**config.mk**
```make
export PLATFORM = sky130hd
export DESIGN_NAME = cu_op_sequencer
export DESIGN_NICKNAME = d
export VERILOG_FILES = /design/src/rtl/cu_op_sequencer.sv
export SDC_FILE = /design/constraint.sdc
export NUM_CORES = 1
export LEC_CHECK = 0
export CAP_MARGIN = 10
export CORE_MARGIN = 3
export CORE_UTILIZATION = 30
export CTS_BUF_LIST = sky130_fd_sc_hd__clkbuf_4 sky130_fd_sc_hd__clkbuf_8 sky130_fd_sc_hd__clkbuf_16
export DETAILED_ROUTE_END_ITERATION = 6
export PLACE_DENSITY = 0.55
export RECOVER_POWER = 50
export SLEW_MARGIN = 20
export SYNTH_ARGS = -nofsm -noshare
export SYNTH_HDL_FRONTEND = slang
export SYNTH_SLANG_ARGS = --single-unit
```
**constraint.sdc**
```tcl
create_clock -name clk_i -period 5 [get_ports clk_i]
set_input_delay 0.75 -clock clk_i [delete_from_list [all_inputs] [get_ports clk_i]]
set_output_delay 0.75 -clock clk_i [all_outputs]
set_load 0.02 [all_outputs]
```
**src/rtl/cu_op_sequencer.sv**
```systemverilog
`default_nettype none
// ============================================================================
// Module   : cu_op_sequencer
// Purpose  : In-order issue scheduler for ALU/MUL/SHF ops with RAW and
//            write-back collision stalls, request FIFO and in-flight tracking.
// Revision : 1.0
// ============================================================================
module cu_op_sequencer #(
  parameter int ADDRESS_WIDTH = 4,
  parameter int SIGNAL_WIDTH  = 3,
  parameter int CTL_WIDTH     = 8,
  parameter int FIFO_DEPTH    = 4,
  parameter int ALU_LAT       = 1,
  parameter int SHF_LAT       = 1,
  parameter int MUL_LAT       = 2
) (
  input  logic                     clk_i,
  input  logic                     reset_i,
  input  logic                     req_valid_i,
  output logic                     req_ready_o,
  input  logic [1:0]               req_unit_i,
  input  logic [ADDRESS_WIDTH-1:0] req_rx_i,
  input  logic [ADDRESS_WIDTH-1:0] req_ry_i,
  input  logic [ADDRESS_WIDTH-1:0] req_rd_i,
  input  logic [CTL_WIDTH-1:0]     req_ctl_i,
  output logic                     seq_alu_en_o,
  output logic                     seq_mul_en_o,
  output logic                     seq_shf_en_o,
  output logic [CTL_WIDTH-1:0]     seq_ctl_o,
  output logic [ADDRESS_WIDTH-1:0] seq_raddx_o,
  output logic [ADDRESS_WIDTH-1:0] seq_raddy_o,
  output logic [SIGNAL_WIDTH-1:0]  seq_w_cuEn_o,
  output logic [ADDRESS_WIDTH-1:0] seq_wadd_o,
  output logic                     seq_busy_o,
  output logic                     seq_err_o
);

  localparam int PTR_W = $clog2(FIFO_DEPTH);
  localparam int CNT_W = $clog2(FIFO_DEPTH + 1);

  localparam logic [1:0] FU_ALU = 2'b00;
  localparam logic [1:0] FU_MUL = 2'b01;
  localparam logic [1:0] FU_SHF = 2'b10;
  localparam logic [1:0] FU_RSV = 2'b11;

  typedef struct packed {
    logic [1:0]               fu;
    logic [ADDRESS_WIDTH-1:0] rx;
    logic [ADDRESS_WIDTH-1:0] ry;
    logic [ADDRESS_WIDTH-1:0] rd;
    logic [CTL_WIDTH-1:0]     ctl;
  } req_t;

  typedef struct packed {
    logic                     valid;
    logic [1:0]               fu;
    logic [ADDRESS_WIDTH-1:0] rd;
  } pend_t;

  function automatic int lat_of(input logic [1:0] fu);
    case (fu)
      FU_ALU:  lat_of = ALU_LAT;
      FU_MUL:  lat_of = MUL_LAT;
      FU_SHF:  lat_of = SHF_LAT;
      default: lat_of = 0;
    endcase
  endfunction

  req_t                    fifo_mem [FIFO_DEPTH];
  logic [PTR_W-1:0]        wr_ptr_q, rd_ptr_q;
  logic [CNT_W-1:0]        count_q, count_d;
  // Slot k holds the op that writes back k cycles from now.
  pend_t                   pend_q [1:MUL_LAT];
  pend_t                   pend_d [1:MUL_LAT];
  pend_t                   wb_d;
  logic                    busy_d;

  logic                    req_ready_q;
  logic                    alu_en_q, mul_en_q, shf_en_q;
  logic [CTL_WIDTH-1:0]    ctl_q;
  logic [ADDRESS_WIDTH-1:0] raddx_q, raddy_q, wadd_q;
  logic [SIGNAL_WIDTH-1:0] w_cuen_q;
  logic                    busy_q, err_q;

  req_t                    w_head;
  int                      w_lat;
  logic                    w_empty, w_raw, w_coll, w_discard, w_issue, w_pop, w_push;

  always_comb begin
    w_head    = fifo_mem[rd_ptr_q];
    w_empty   = (count_q == '0);
    w_lat     = lat_of(w_head.fu);
    w_raw     = 1'b0;
    w_coll    = 1'b0;
    for (int k = 1; k <= MUL_LAT; k++) begin
      if (pend_q[k].valid && (pend_q[k].rd == w_head.rx || pend_q[k].rd == w_head.ry))
        w_raw = 1'b1;
      // Issuing next cycle lands this op in slot w_lat, i.e. today's slot w_lat+1.
      if (pend_q[k].valid && (k == w_lat + 1))
        w_coll = 1'b1;
    end
    w_discard = !w_empty && (w_head.fu == FU_RSV);
    w_issue   = !w_empty && !w_discard && !w_raw && !w_coll;
    w_pop     = w_issue || w_discard;
    w_push    = req_valid_i && req_ready_q;
    count_d   = count_q + CNT_W'(w_push) - CNT_W'(w_pop);

    wb_d = pend_q[1];
    for (int k = 1; k <= MUL_LAT; k++) pend_d[k] = '0;
    for (int k = 1; k < MUL_LAT; k++) pend_d[k] = pend_q[k+1];
    if (w_issue) begin
      for (int k = 1; k <= MUL_LAT; k++) begin
        if (k == w_lat) begin
          pend_d[k].valid = 1'b1;
          pend_d[k].fu    = w_head.fu;
          pend_d[k].rd    = w_head.rd;
        end
      end
    end

    busy_d = (count_d != '0) || wb_d.valid || w_issue;
    for (int k = 1; k <= MUL_LAT; k++) busy_d = busy_d || pend_d[k].valid;
  end

  always_ff @(posedge clk_i) begin
    if (w_push) fifo_mem[wr_ptr_q] <= '{fu: req_unit_i, rx: req_rx_i, ry: req_ry_i,
                                        rd: req_rd_i, ctl: req_ctl_i};
  end

  always_ff @(posedge clk_i) begin
    if (reset_i) begin
      wr_ptr_q    <= '0;
      rd_ptr_q    <= '0;
      count_q     <= '0;
      for (int k = 1; k <= MUL_LAT; k++) pend_q[k] <= '0;
      req_ready_q <= 1'b0;
      alu_en_q    <= 1'b0;
      mul_en_q    <= 1'b0;
      shf_en_q    <= 1'b0;
      ctl_q       <= '0;
      raddx_q     <= '0;
      raddy_q     <= '0;
      w_cuen_q    <= '0;
      wadd_q      <= '0;
      busy_q      <= 1'b0;
      err_q       <= 1'b0;
    end else begin
      wr_ptr_q    <= wr_ptr_q + PTR_W'(w_push);
      rd_ptr_q    <= rd_ptr_q + PTR_W'(w_pop);
      count_q     <= count_d;
      for (int k = 1; k <= MUL_LAT; k++) pend_q[k] <= pend_d[k];
      req_ready_q <= (count_d != CNT_W'(FIFO_DEPTH));
      alu_en_q    <= w_issue && (w_head.fu == FU_ALU);
      mul_en_q    <= w_issue && (w_head.fu == FU_MUL);
      shf_en_q    <= w_issue && (w_head.fu == FU_SHF);
      ctl_q       <= w_issue ? w_head.ctl : '0;
      raddx_q     <= w_issue ? w_head.rx : '0;
      raddy_q     <= w_issue ? w_head.ry : '0;
      w_cuen_q    <= wb_d.valid ? (SIGNAL_WIDTH'(1) << wb_d.fu) : '0;
      wadd_q      <= wb_d.valid ? wb_d.rd : '0;
      busy_q      <= busy_d;
      err_q       <= w_discard;
    end
  end

  assign req_ready_o  = req_ready_q;
  assign seq_alu_en_o = alu_en_q;
  assign seq_mul_en_o = mul_en_q;
  assign seq_shf_en_o = shf_en_q;
  assign seq_ctl_o    = ctl_q;
  assign seq_raddx_o  = raddx_q;
  assign seq_raddy_o  = raddy_q;
  assign seq_w_cuEn_o = w_cuen_q;
  assign seq_wadd_o   = wadd_q;
  assign seq_busy_o   = busy_q;
  assign seq_err_o    = err_q;

endmodule
`default_nettype wire

```
# Word level (Yosys, flattened, before mapping)
# Memories as Yosys holds them, arrays and structs flattened. A register that Yosys moved wholly into a read port is not among the register bits.
# Cells that the tools add are included.
dict set report word_totals {
  register_bits 36
  in_bits 25
  n_memories 2
  wordCells 83
  mem_bits_rw 102
}
# name depth word_bits rd rd_ports_with_merged_regs wr line_no
set mem_list {}
lappend mem_list {fifo_mem 4 22 1 1 1 69} ;# req_t fifo_mem [FIFO_DEPTH];
lappend mem_list {pend_q 2 7 2 0 2 73} ;# pend_t pend_q [1:MUL_LAT];
dict set report op_classes {
  muxes 16
  reduce_logical 29
  add_sub_neg 5
  bitwise_logic 4
  shift 1
  eq_ne 12
}
# operator n
set ops {}
lappend ops {{2-bit by 32-bit == test with 1-bit output (first input constant)} 2}
lappend ops {{3-bit by 32-bit == test with 1-bit output (first input constant)} 2}
lappend ops {{32-bit by 2-bit adder with 32-bit output (second input constant)} 1}
lappend ops {{7-bit 2-to-1 mux} 4}
lappend ops {{4-bit == test} 4}
lappend ops {{14-bit 2-to-1 mux} 1}
lappend ops {{1-bit logical AND} 12}
lappend ops {{1-bit 2-to-1 mux} 9}
lappend ops {{1-bit logical OR} 7}
lappend ops {{2-bit OR reduction} 3}
lappend ops {{2-bit by 1-bit adder with 2-bit output} 2}
lappend ops {{2-bit == test (second input constant)} 2}
lappend ops {{1-bit zero test} 4}
lappend ops {{2-bit one-hot mux with 2 select lines} 1}
lappend ops {{3-bit by 1-bit adder with 3-bit output} 1}
lappend ops {{3-bit zero test} 1}
lappend ops {{3-bit inequality test (second input constant)} 1}
lappend ops {{3-bit nonzero test} 1}
lappend ops {{1-bit by 2-bit << shifter with 3-bit output (first input constant)} 1}
lappend ops {{3-bit by 1-bit subtractor with 3-bit output} 1}
lappend ops {{2-bit by 1-bit == test with 1-bit output (second input constant)} 1}
lappend ops {{2-bit zero test} 1}
lappend ops {{2-bit 2-to-1 mux} 1}
lappend ops {{1-bit NOT} 2}
lappend ops {{1-bit bitwise OR} 2}

# Logic depth before layout (Yosys ltp)
# Gate-level depths: netlist of the first run.
dict set report depth {
  ltp_word 17
  mapped_depth 15
  ltp_nobuf 13
}

# Least setup slack after synthesis of the first run
# No wires, ideal clock.
dict set report synth_timing {
  kind {register to register}
  from {register rd_ptr_q[0] (netlist name)}
  to {register req_ready_q (netlist: req_ready_o)}
  setup_time_ns 0.128
  slack_ns 1.630
  synth_period_minus_slack_ns 3.370
  t_arrival_ns 3.243
  stages_incl_launch_ff 16
  required_time_ns 4.872
  path_cell_list {dfxtp_1 > buf_6 > buf_6 > mux4_2 > xnor2_1 > nand4_1 > a21boi_1 > o21ai_0 > ha_1 > inv_1 > ha_1 > fa_1 > xnor2_1 > xnor2_1 > nor3_1 > nor2_1}
}
# item line_no
set synth_rtl {}
lappend synth_rtl {{to (signal assigned)} 152} ;# req_ready_q <= (count_d != CNT_W'(FIFO_DEPTH));
lappend synth_rtl {{to (decl)} 78} ;# logic req_ready_q;

==> out/qor.yml, run 1 <==
outcome: "finished, final reports clean"
hold_path_class: "reg2reg"
critical_path_arrival_ns: 4.31
yosys_cell_types: 37
hpwlAfterDp_um: 6310
detail_route.iter0.violations: 149
layout_common_cells: "sky130_fd_sc_hd__edfxtp_1 (88), sky130_fd_sc_hd__dfxtp_1 (48), sky130_fd_sc_hd__clkdlybuf4s50_1 (29)"
floorplan.die.height_um: 135
maxCapViolations: 0
dp_worst_setup_slack_ns: 0.987
critPathLaunchType: "register"
totalWireLength_um: 9540
average_routed_wire_per_standard_cell_um: 16.4
finalHoldViolations: 0
post_synthesis_mux_area_share: 0.111
synth_simple_gate_area_frac: 0.0879
drive_gt1_frac: 0.178
grt_pass1_vias: 2752
number_of_gates_given_a_new_drive_strength_after_cts: 0
worst_slew_margin_rel: 0.0287
r2r.worst_path.cells: 13
tritoncts_clock_tree: "built"
r2r-start: "rd_ptr_q[0]"
synth_compound_area_frac: 0.0108
gpl.final_weighted_congestion: 0.747
holdBufCountCts: 0
power.ir.vdd_worst_v: 0.000341
synth_top_family_by_area: "multiplexers"
reg2reg_slack_ns: 0.95
total_leakage_power_nw: 2.15
initial_core_util: 0.310
slew_violations: 0
fp.dieW_um: 135
route.detailed.drc: 0
clkLatencyLatePin_ns: 0.41
synthesis.area_um2: 5000
routed-via-count: 2539
syn_nets: 314
gr-total-overflow: 0
critical_path_peak_fanout: 16
grt_max_degree: 28
ys_warn_count: 0
clock-root-buffer: "sky130_fd_sc_hd__clkbuf_16"
synth_top_area_cell: "sky130_fd_sc_hd__edfxtp_1"
syn-instance-count: 284
synth_area_leaders: "sky130_fd_sc_hd__edfxtp_1 (53%), sky130_fd_sc_hd__dfxtp_1 (20%), sky130_fd_sc_hd__mux4_2 (9.5%)"
grt_setup_unrepaired: "no"
crit_type: "reg2reg"
layout_commonest_cell: "sky130_fd_sc_hd__edfxtp_1"
regToRegEndpoint: "req_ready_o"
post_drt_via_cell_ratio: 4.36
core_area_um2: 16100
post_synth_fa_ha_maj_area_fraction: 0.0140
floorplan.die_area_um2: 18200
htreeDepth: 4
postCtsSetupBuffers: 0
antenna_found_initial: 1
cts_inserted_buffers: 17
synth_area_in_xor_xnor: 0.0350
sequential_cell_area_fraction_in_the_yosys_report: 0.725
totalNegativeSetupSlack_ns: 0
clock_path_buffers: 2
buffer_ports.inserted: 53
req_time_crit_path_ns: 5.26
io-pin-count: 54
crit_path_time_final_ns: 4.05
pwr_density_cell_nw_per_um2: 609
cp-end-kind: "register"
drtPass1Iterations: 4
grt_pass1_wl_um: 15000
layout.filler_cells: 1478
crit_path_start: "rd_ptr_q[0]"
max_freq_mhz: 247
crit_end: "req_ready_o"
timing_worst_slew_pin_value_ns: 1.46
placementRows: 46
clkTransAtPathRegs_ns: 0.06
clock_sinks: 137
final_net_count: 383
min_period_over_period: 0.810
report.final.setup_viol: 0
syn2layout_area_growth_pct: 28.4
synth.ff_latch_count: 137
fin_worst_skew_ns: 0.0142
post-route-worst-setup-slack_ns: 0.950
postSynthAreaPerCell_um2: 17.6
synthDominantCellAreaShare: 0.529
detail-route-antenna-nets: 0
global_route.usage.total: 0.112
-- synthesized netlist by cell type (all sizes together) --
cell type and n:
o21ai 1, nand2b 10, and3b 1, mux4 21
conb 1, inv 5, dfxtp 49, nor2b 6
nand3b 1, ha 4, nor4 3, a21oi 1
mux2i 7, a211oi 1, a21boi 1, clkbuf 3
fa 1, nor2 5, a32o 1, xnor2 20
and3 2, nand4 4, nor3b 4, a31oi 2
nor3 7, buf 7, and2 24, mux2 1
nand2 1, or3 2, edfxtp 88
-- flip-flops by register name, summed over array words and instances, names as in the netlist, 2 cells and up --
name	cells
seq_raddy_o	4
seq_w_cuEn_o	3
pend_q	13
count_q	3
wr_ptr_q	2
seq_wadd_o	4
seq_ctl_o	8
seq_raddx_o	4
fifo_mem	88
rd_ptr_q	2
-- metal layers --
metal  routed length [um]  GRT usage  up-vias
met5                    0          0        -
met3                  400     0.0440        5
met4                   76     0.0448        0
met2                 4610      0.173       49
li1                     -          -     1204
met1                 4450      0.141     1281
-- cells by family (layout without fill, tap and decap cells) --
family                     Yosys count  after routing
muxes                               29             29
buffers and inverters               15             97
adders and majority gates            5              5
xor gates and xnor gates            20             20
AOI/OAI and AO/OA                    7              7
other                                1              2
DFF                                137            137
and+or+nand+nor                     70             70
-- final cells by class --
type	count	area (um2)	area share
Antenna cell	1	2.50	0.000390
Clock buffer	22	482	0.0751
Clock inverter	10	143	0.0222
Inverter	5	18.8	0.00292
Multi-Input combinational cell	132	1300	0.203
Sequential cell	137	3620	0.565
Tap cell	216	270	0.0421
Timing Repair Buffer	60	576	0.0897
-- power by group --
part	internal (mW)	switching (mW)
logic	0.548	0.551
registers	1.39	0.131
clock network	0.835	0.446
total	2.78	1.13
-- critical path, cell delays in order, from the launching register on --
cell                       delay, ns
sky130_fd_sc_hd__dfxtp_2        0.71
sky130_fd_sc_hd__mux4_2         0.64
sky130_fd_sc_hd__xnor2_1        0.20
sky130_fd_sc_hd__nand4_1        0.15
sky130_fd_sc_hd__a21boi_1       0.44
sky130_fd_sc_hd__o21ai_0        0.25
sky130_fd_sc_hd__ha_1           0.33
sky130_fd_sc_hd__inv_1          0.04
sky130_fd_sc_hd__ha_1           0.19
sky130_fd_sc_hd__fa_1           0.38
sky130_fd_sc_hd__xnor2_1        0.19
sky130_fd_sc_hd__xnor2_1        0.12
sky130_fd_sc_hd__nor3_1         0.19
sky130_fd_sc_hd__nor2_1         0.06
-- worst min-delay path by stage --
stage	depth (start not counted)	end	startpoint
floorplan	1	seq_w_cuEn_o[1]	pend_q[1][5]
global placement	1	seq_w_cuEn_o[0]	pend_q[1][4]
detailed placement	1	seq_w_cuEn_o[2]	pend_q[1][4]
CTS	1	seq_w_cuEn_o[1]	pend_q[1][5]
global route	1	pend_q[1][4]	pend_q[2][4]
finish	1	seq_w_cuEn_o[2]	pend_q[1][4]
-- through the flow --
step / instance area [um2] / cells / util / power, mW / hold slack (ns)
2_1_floorplan: 5000 / 284 / - / 2.29 / 0.412
3_3_place_gp: 5810 / 550 / 0.360 / 2.65 / 0.427
3_5_place_dp: 5810 / 550 / 0.360 / 2.67 / 0.437
4_1_cts: 6430 / 582 / 0.399 / 3.97 / 0.445
5_1_grt: 6420 / 583 / 0.398 / 4.11 / 0.474
6_report: 6420 / 583 / 0.398 / 3.91 / 0.446
Power figures use the tool's default switching activity.
==> run 2, diff against run 1 <==
==> constraint.sdc (replaced) <==
create_clock -name clk_i -period 3.9 [get_ports clk_i]
set_input_delay 0.585 -clock clk_i [delete_from_list [all_inputs] [get_ports clk_i]]
set_output_delay 0.585 -clock clk_i [all_outputs]
set_load 0.02 [all_outputs]
==> out/qor.yml, run 2 (synthesis results as in run 1) <==
totalWireLength_um: 9300
floorplan.die.height_um: 135
gr-total-overflow: 0
maxCapViolations: 1
max_ffs_per_register: 88
layout.filler_cells: 1477
clock_sinks: 137
largest_register: "fifo_mem"
crit_path_time_final_ns: 3.46
report.final.setup_viol: 0
fin_util: 0.397
finalHoldViolations: 0
fin_worst_skew_ns: 0.0106
clock-root-buffer: "sky130_fd_sc_hd__clkbuf_16"
violations: "max-capacitance violations, max-slew violations"
floorplan.die_area_um2: 18200
average_routed_wire_per_standard_cell_um: 15.9
global_route.usage.total: 0.111
reg2reg_slack_ns: 0.44
hpwlAfterDp_um: 5800
antenna-diode-count: 0
critical_path_arrival_ns: 3.70
worst_path_dominant_cell_family: "adder cells"
io-pin-count: 54
holdPathStages: 1
cts_inserted_buffers: 17
clkTransAtPathRegs_ns: 0.05
layout_common_cells: "sky130_fd_sc_hd__edfxtp_1 (88), sky130_fd_sc_hd__dfxtp_1 (48), sky130_fd_sc_hd__clkdlybuf4s50_1 (29)"
post_layout_nonfiller_instances: 584
regToRegEndpoint: "seq_busy_o"
dp.cells: 552
fp.dieW_um: 135
detail_route.iter0.violations: 146
critical_path.most_common_cell: "sky130_fd_sc_hd__xnor2_1"
tritoncts_clock_tree: "built"
totalNegativeSetupSlack_ns: 0
max_freq_mhz: 289
worst_slew_margin_rel: -0.101
drtPass1Iterations: 4
total_leakage_power_nw: 2.17
core_area_um2: 16100
timing_worst_slew_pin_value_ns: 1.65
drive_gt1_frac: 0.179
outcome: "complete, but fails checks"
path_cells: "mux4_2 -> xnor2_1 -> nand4_1 -> a31oi_2 -> o21ai_0 -> ha_1 -> inv_1 -> ha_1 -> fa_1 -> xnor2_1 -> xnor2_1 -> a31oi_1"
placementRows: 46
grt_pass1_wl_um: 14900
syn2layout_area_growth_pct: 28.0
holdBufCountCts: 0
routed-via-count: 2554
buffer_ports.inserted: 53
initial_core_util: 0.310
clkLatencyLatePin_ns: 0.41
critical_path_peak_fanout: 13
slew_violations: 23
htreeDepth: 4
endpoint_of_the_worst_hold_timing_path: "seq_w_cuEn_o[0]"
hold_path_class: "reg2reg"
gpl.final_weighted_congestion: 0.765
pwr_density_cell_nw_per_um2: 772
critPathBufInv: 1
clock_path_buffers: 2
postCtsSetupBuffers: 0
r2r.worst_path.cells: 12
timing.critical_path.slowest_cell_delay_ns: 0.63
cp-end-kind: "register"
layout_commonest_cell: "sky130_fd_sc_hd__edfxtp_1"
detail-route-antenna-nets: 0
cpMaxStageDelayCell: "sky130_fd_sc_hd__mux4_2"
grt_pass1_vias: 2746
post_drt_via_cell_ratio: 4.37
route.detailed.drc: 0
grt_setup_unrepaired: "no"
hp-start: "pend_q[1][4]"
antenna_found_initial: 1
final_net_count: 385
grt_max_degree: 28
req_time_crit_path_ns: 4.15
power.ir.vdd_worst_v: 0.000471
min_period_over_period: 0.886
r2r-start: "rd_ptr_q[0]"
critPathLaunchType: "register"
crit_type: "reg2reg"
number_of_gates_given_a_new_drive_strength_after_cts: 0
## run 2: where the power goes
| part | internal, mW | switching [mW] |
|---|---|---|
| Sequential | 1.79 | 0.122 |
| Combinational | 0.715 | 0.727 |
| Clock | 1.03 | 0.551 |
## run 2: area by class of cell
type | instances | area [um2] | share of cell area
clock buffer | 22 | 463 | 0.0724
clock inverter | 10 | 128 | 0.0200
inverter | 5 | 18.8 | 0.00293
multi-input combinational | 132 | 1300 | 0.203
sequential | 137 | 3620 | 0.567
tap | 216 | 270 | 0.0423
timing repair buffer | 62 | 591 | 0.0923
## run 2: worst register-to-register path, delay by kind of cell (launching register included)
kind | cells | cell delay, ns
DFF | 1 | 0.61
and+or+nand+nor | 1 | 0.13
adders and majority gates | 3 | 0.87
xor gates and xnor gates | 3 | 0.59
buffers and inverters | 1 | 0.04
muxes | 1 | 0.64
AOI/OAI and AO/OA | 3 | 0.44
## run 2: how the worst max path moves through the flow
stage | to | from | cells after the start
global route | seq_busy_o | rd_ptr_q[0] | 11
finish | seq_busy_o | rd_ptr_q[0] | 12
CTS | req_ready_o | rd_ptr_q[0] | 13
global placement | req_ready_o | rd_ptr_q[0] | 13
detailed placement | req_ready_o | rd_ptr_q[0] | 13
floorplan | req_ready_o | rd_ptr_q[0] | 15
## run 2: per-stage QoR
| step | power, mW | setup WS, ns | area [um2] | hold WS (ns) |
|---|---|---|---|---|
| after floorplan | 2.94 | 0.530 | 5000 | 0.412 |
| after global placement | 3.42 | 0.421 | 5820 | 0.427 |
| after detailed placement | 3.43 | 0.365 | 5820 | 0.431 |
| after CTS | 5.03 | 0.363 | 6410 | 0.440 |
| after global routing | 5.23 | 0.0368 | 6400 | 0.481 |
| final | 4.93 | 0.443 | 6400 | 0.438 |
## run 2: layer usage
layer | share of wire | GRT usage
met5 | 0.0014 | 0
met4 | 0.012 | 0.0437
met3 | 0.051 | 0.0406
met2 | 0.47 | 0.174
met1 | 0.47 | 0.140
==> run 3, diff against run 2 <==
--- a/config.mk
+++ b/config.mk
@@ -10,7 +10,7 @@
 export CORE_UTILIZATION = 30
 export CTS_BUF_LIST = sky130_fd_sc_hd__clkbuf_4 sky130_fd_sc_hd__clkbuf_8 sky130_fd_sc_hd__clkbuf_16
 export DETAILED_ROUTE_END_ITERATION = 6
-export PLACE_DENSITY = 0.55
+export PLACE_DENSITY = 0.58
 export RECOVER_POWER = 50
 export SLEW_MARGIN = 20
 export SYNTH_ARGS = -nofsm -noshare
==> out/qor.yml, run 3 (synthesis results as in run 1) <==
totalWireLength_um: 9420
holdBufCountCts: 0
finalHoldViolations: 0
io-pin-count: 54
max_freq_mhz: 284
crit_path_time_final_ns: 3.53
critical_path_arrival_ns: 3.77
critPathLaunchType: "register"
initial_core_util: 0.310
drive_gt1_frac: 0.178
globalRouteMet1Util: 0.137
power.ir.vdd_worst_v: 0.000349
report.final.setup_viol: 0
number_of_gates_given_a_new_drive_strength_after_cts: 0
clkLatencyLatePin_ns: 0.41
floorplan.die_area_um2: 18200
pwr_density_cell_nw_per_um2: 761
average_routed_wire_per_standard_cell_um: 16.0
drtPass1Iterations: 4
timing_worst_slew_pin_value_ns: 1.57
grt_pass1_vias: 2774
post_drt_via_cell_ratio: 4.35
clock_sinks: 137
fin_worst_skew_ns: 0.0148
floorplan.die.height_um: 135
violations: "max-capacitance violations, max-slew violations"
cts_inserted_buffers: 17
antenna_found_initial: 3
r2r.worst_path.cells: 13
gr-total-overflow: 0
outcome: "complete, but fails checks"
post-route-cell-area_um2: 6370
totalNegativeSetupSlack_ns: 0
buffer_ports.inserted: 53
layout.filler_cells: 1496
grt_pass1_wl_um: 15000
route.detailed.drc: 0
postCtsSetupBuffers: 0
fp.dieW_um: 135
detail-route-antenna-nets: 0
hold_path_class: "reg2reg"
design_power_total_mw: 4.85
grt_max_degree: 28
placedInstanceArea_um2: 5850
clock_path_buffers: 2
detail_route.iter0.violations: 140
worst_slew_margin_rel: -0.0441
slew_violations: 46
critical_path_peak_fanout: 14
crit_type: "reg2reg"
global_route.usage.total: 0.112
layout_common_cells: "sky130_fd_sc_hd__edfxtp_1 (88), sky130_fd_sc_hd__dfxtp_1 (48), sky130_fd_sc_hd__clkdlybuf4s50_1 (29)"
tritoncts_clock_tree: "built"
clock-root-buffer: "sky130_fd_sc_hd__clkbuf_16"
maxCapViolations: 3
final-seq-area_um2: 3620
largest_register: "fifo_mem"
req_time_crit_path_ns: 4.14
routed-via-count: 2568
hpwlAfterDp_um: 6130
total_leakage_power_nw: 2.14
cp-end-kind: "register"
min_period_over_period: 0.904
multiInputGateArea_um2: 1300
finalHoldWorstSlack_ns: 0.438
syn2layout_area_growth_pct: 27.4
global_route.usage.met3: 0.0421
gpl.final_weighted_congestion: 0.730
clkTransAtPathRegs_ns: 0.05
final_net_count: 388
max_ffs_per_register: 88
grt_setup_unrepaired: "no"
layout_commonest_cell: "sky130_fd_sc_hd__edfxtp_1"
core_area_um2: 16100
htreeDepth: 4
placementRows: 46
most_congested_layer_reported_by_global_routing: "met2"
holdPathStages: 1
grt_util_met2: 0.178
==> run 3: metrics by stage <==
stage | setup WS, ns | instances | utilization
2_1_floorplan | 0.530 | 284 | -
3_3_place_gp | 0.450 | 555 | 0.363
3_5_place_dp | 0.379 | 555 | 0.363
5_1_grt | 0.0493 | 589 | 0.395
4_1_cts | 0.362 | 587 | 0.397
6_report | 0.374 | 590 | 0.395
==> run 3: report_power, final <==
| part | internal, mW | total (mW) | switching, mW |
|---|---|---|---|
| Combinational | 0.727 | 1.48 | 0.755 |
| Sequential | 1.79 | 1.92 | 0.127 |
| Clock | 0.901 | 1.45 | 0.548 |
| Total | 3.42 | 4.85 | 1.43 |
==> run 3: final cells by class <==
class / instances / area share
Timing Repair Buffer: 65 / 0.0951
Tap cell: 216 / 0.0424
Clock inverter: 10 / 0.0128
Inverter: 5 / 0.00295
Antenna cell: 3 / 0.00118
Multi-Input combinational cell: 132 / 0.204
Clock buffer: 22 / 0.0727
Sequential cell: 137 / 0.569
==> run 3: critical path, cell delays in order (launching register included) <==
cell                       delay (ns)
sky130_fd_sc_hd__dfxtp_2         0.63
sky130_fd_sc_hd__mux4_2          0.63
sky130_fd_sc_hd__xnor2_1         0.22
sky130_fd_sc_hd__nand4_1         0.12
sky130_fd_sc_hd__a21boi_1        0.17
sky130_fd_sc_hd__o21ai_0         0.17
sky130_fd_sc_hd__ha_1            0.31
sky130_fd_sc_hd__inv_1           0.04
sky130_fd_sc_hd__ha_1            0.18
sky130_fd_sc_hd__fa_1            0.38
sky130_fd_sc_hd__xnor2_1         0.15
sky130_fd_sc_hd__xnor2_1         0.16
sky130_fd_sc_hd__nor3_1          0.15
sky130_fd_sc_hd__nor2_1          0.06
==> run 3: worst paths after layout <==
path                     start  slack (ns)         endpoint
hold reg to reg   pend_q[1][4]        0.44  seq_w_cuEn_o[0]
hold / removal    pend_q[1][4]        0.44  seq_w_cuEn_o[0]
setup reg to reg   rd_ptr_q[0]        0.37      req_ready_o
setup / recovery   rd_ptr_q[0]        0.37      req_ready_o
==> run 3: layer usage <==
metal | vias to the layer above | share of wire
met5 | - | 0
met4 | 0 | 0.014
met3 | 10 | 0.050
met2 | 51 | 0.49
met1 | 1290 | 0.45
li1 | 1217 | -
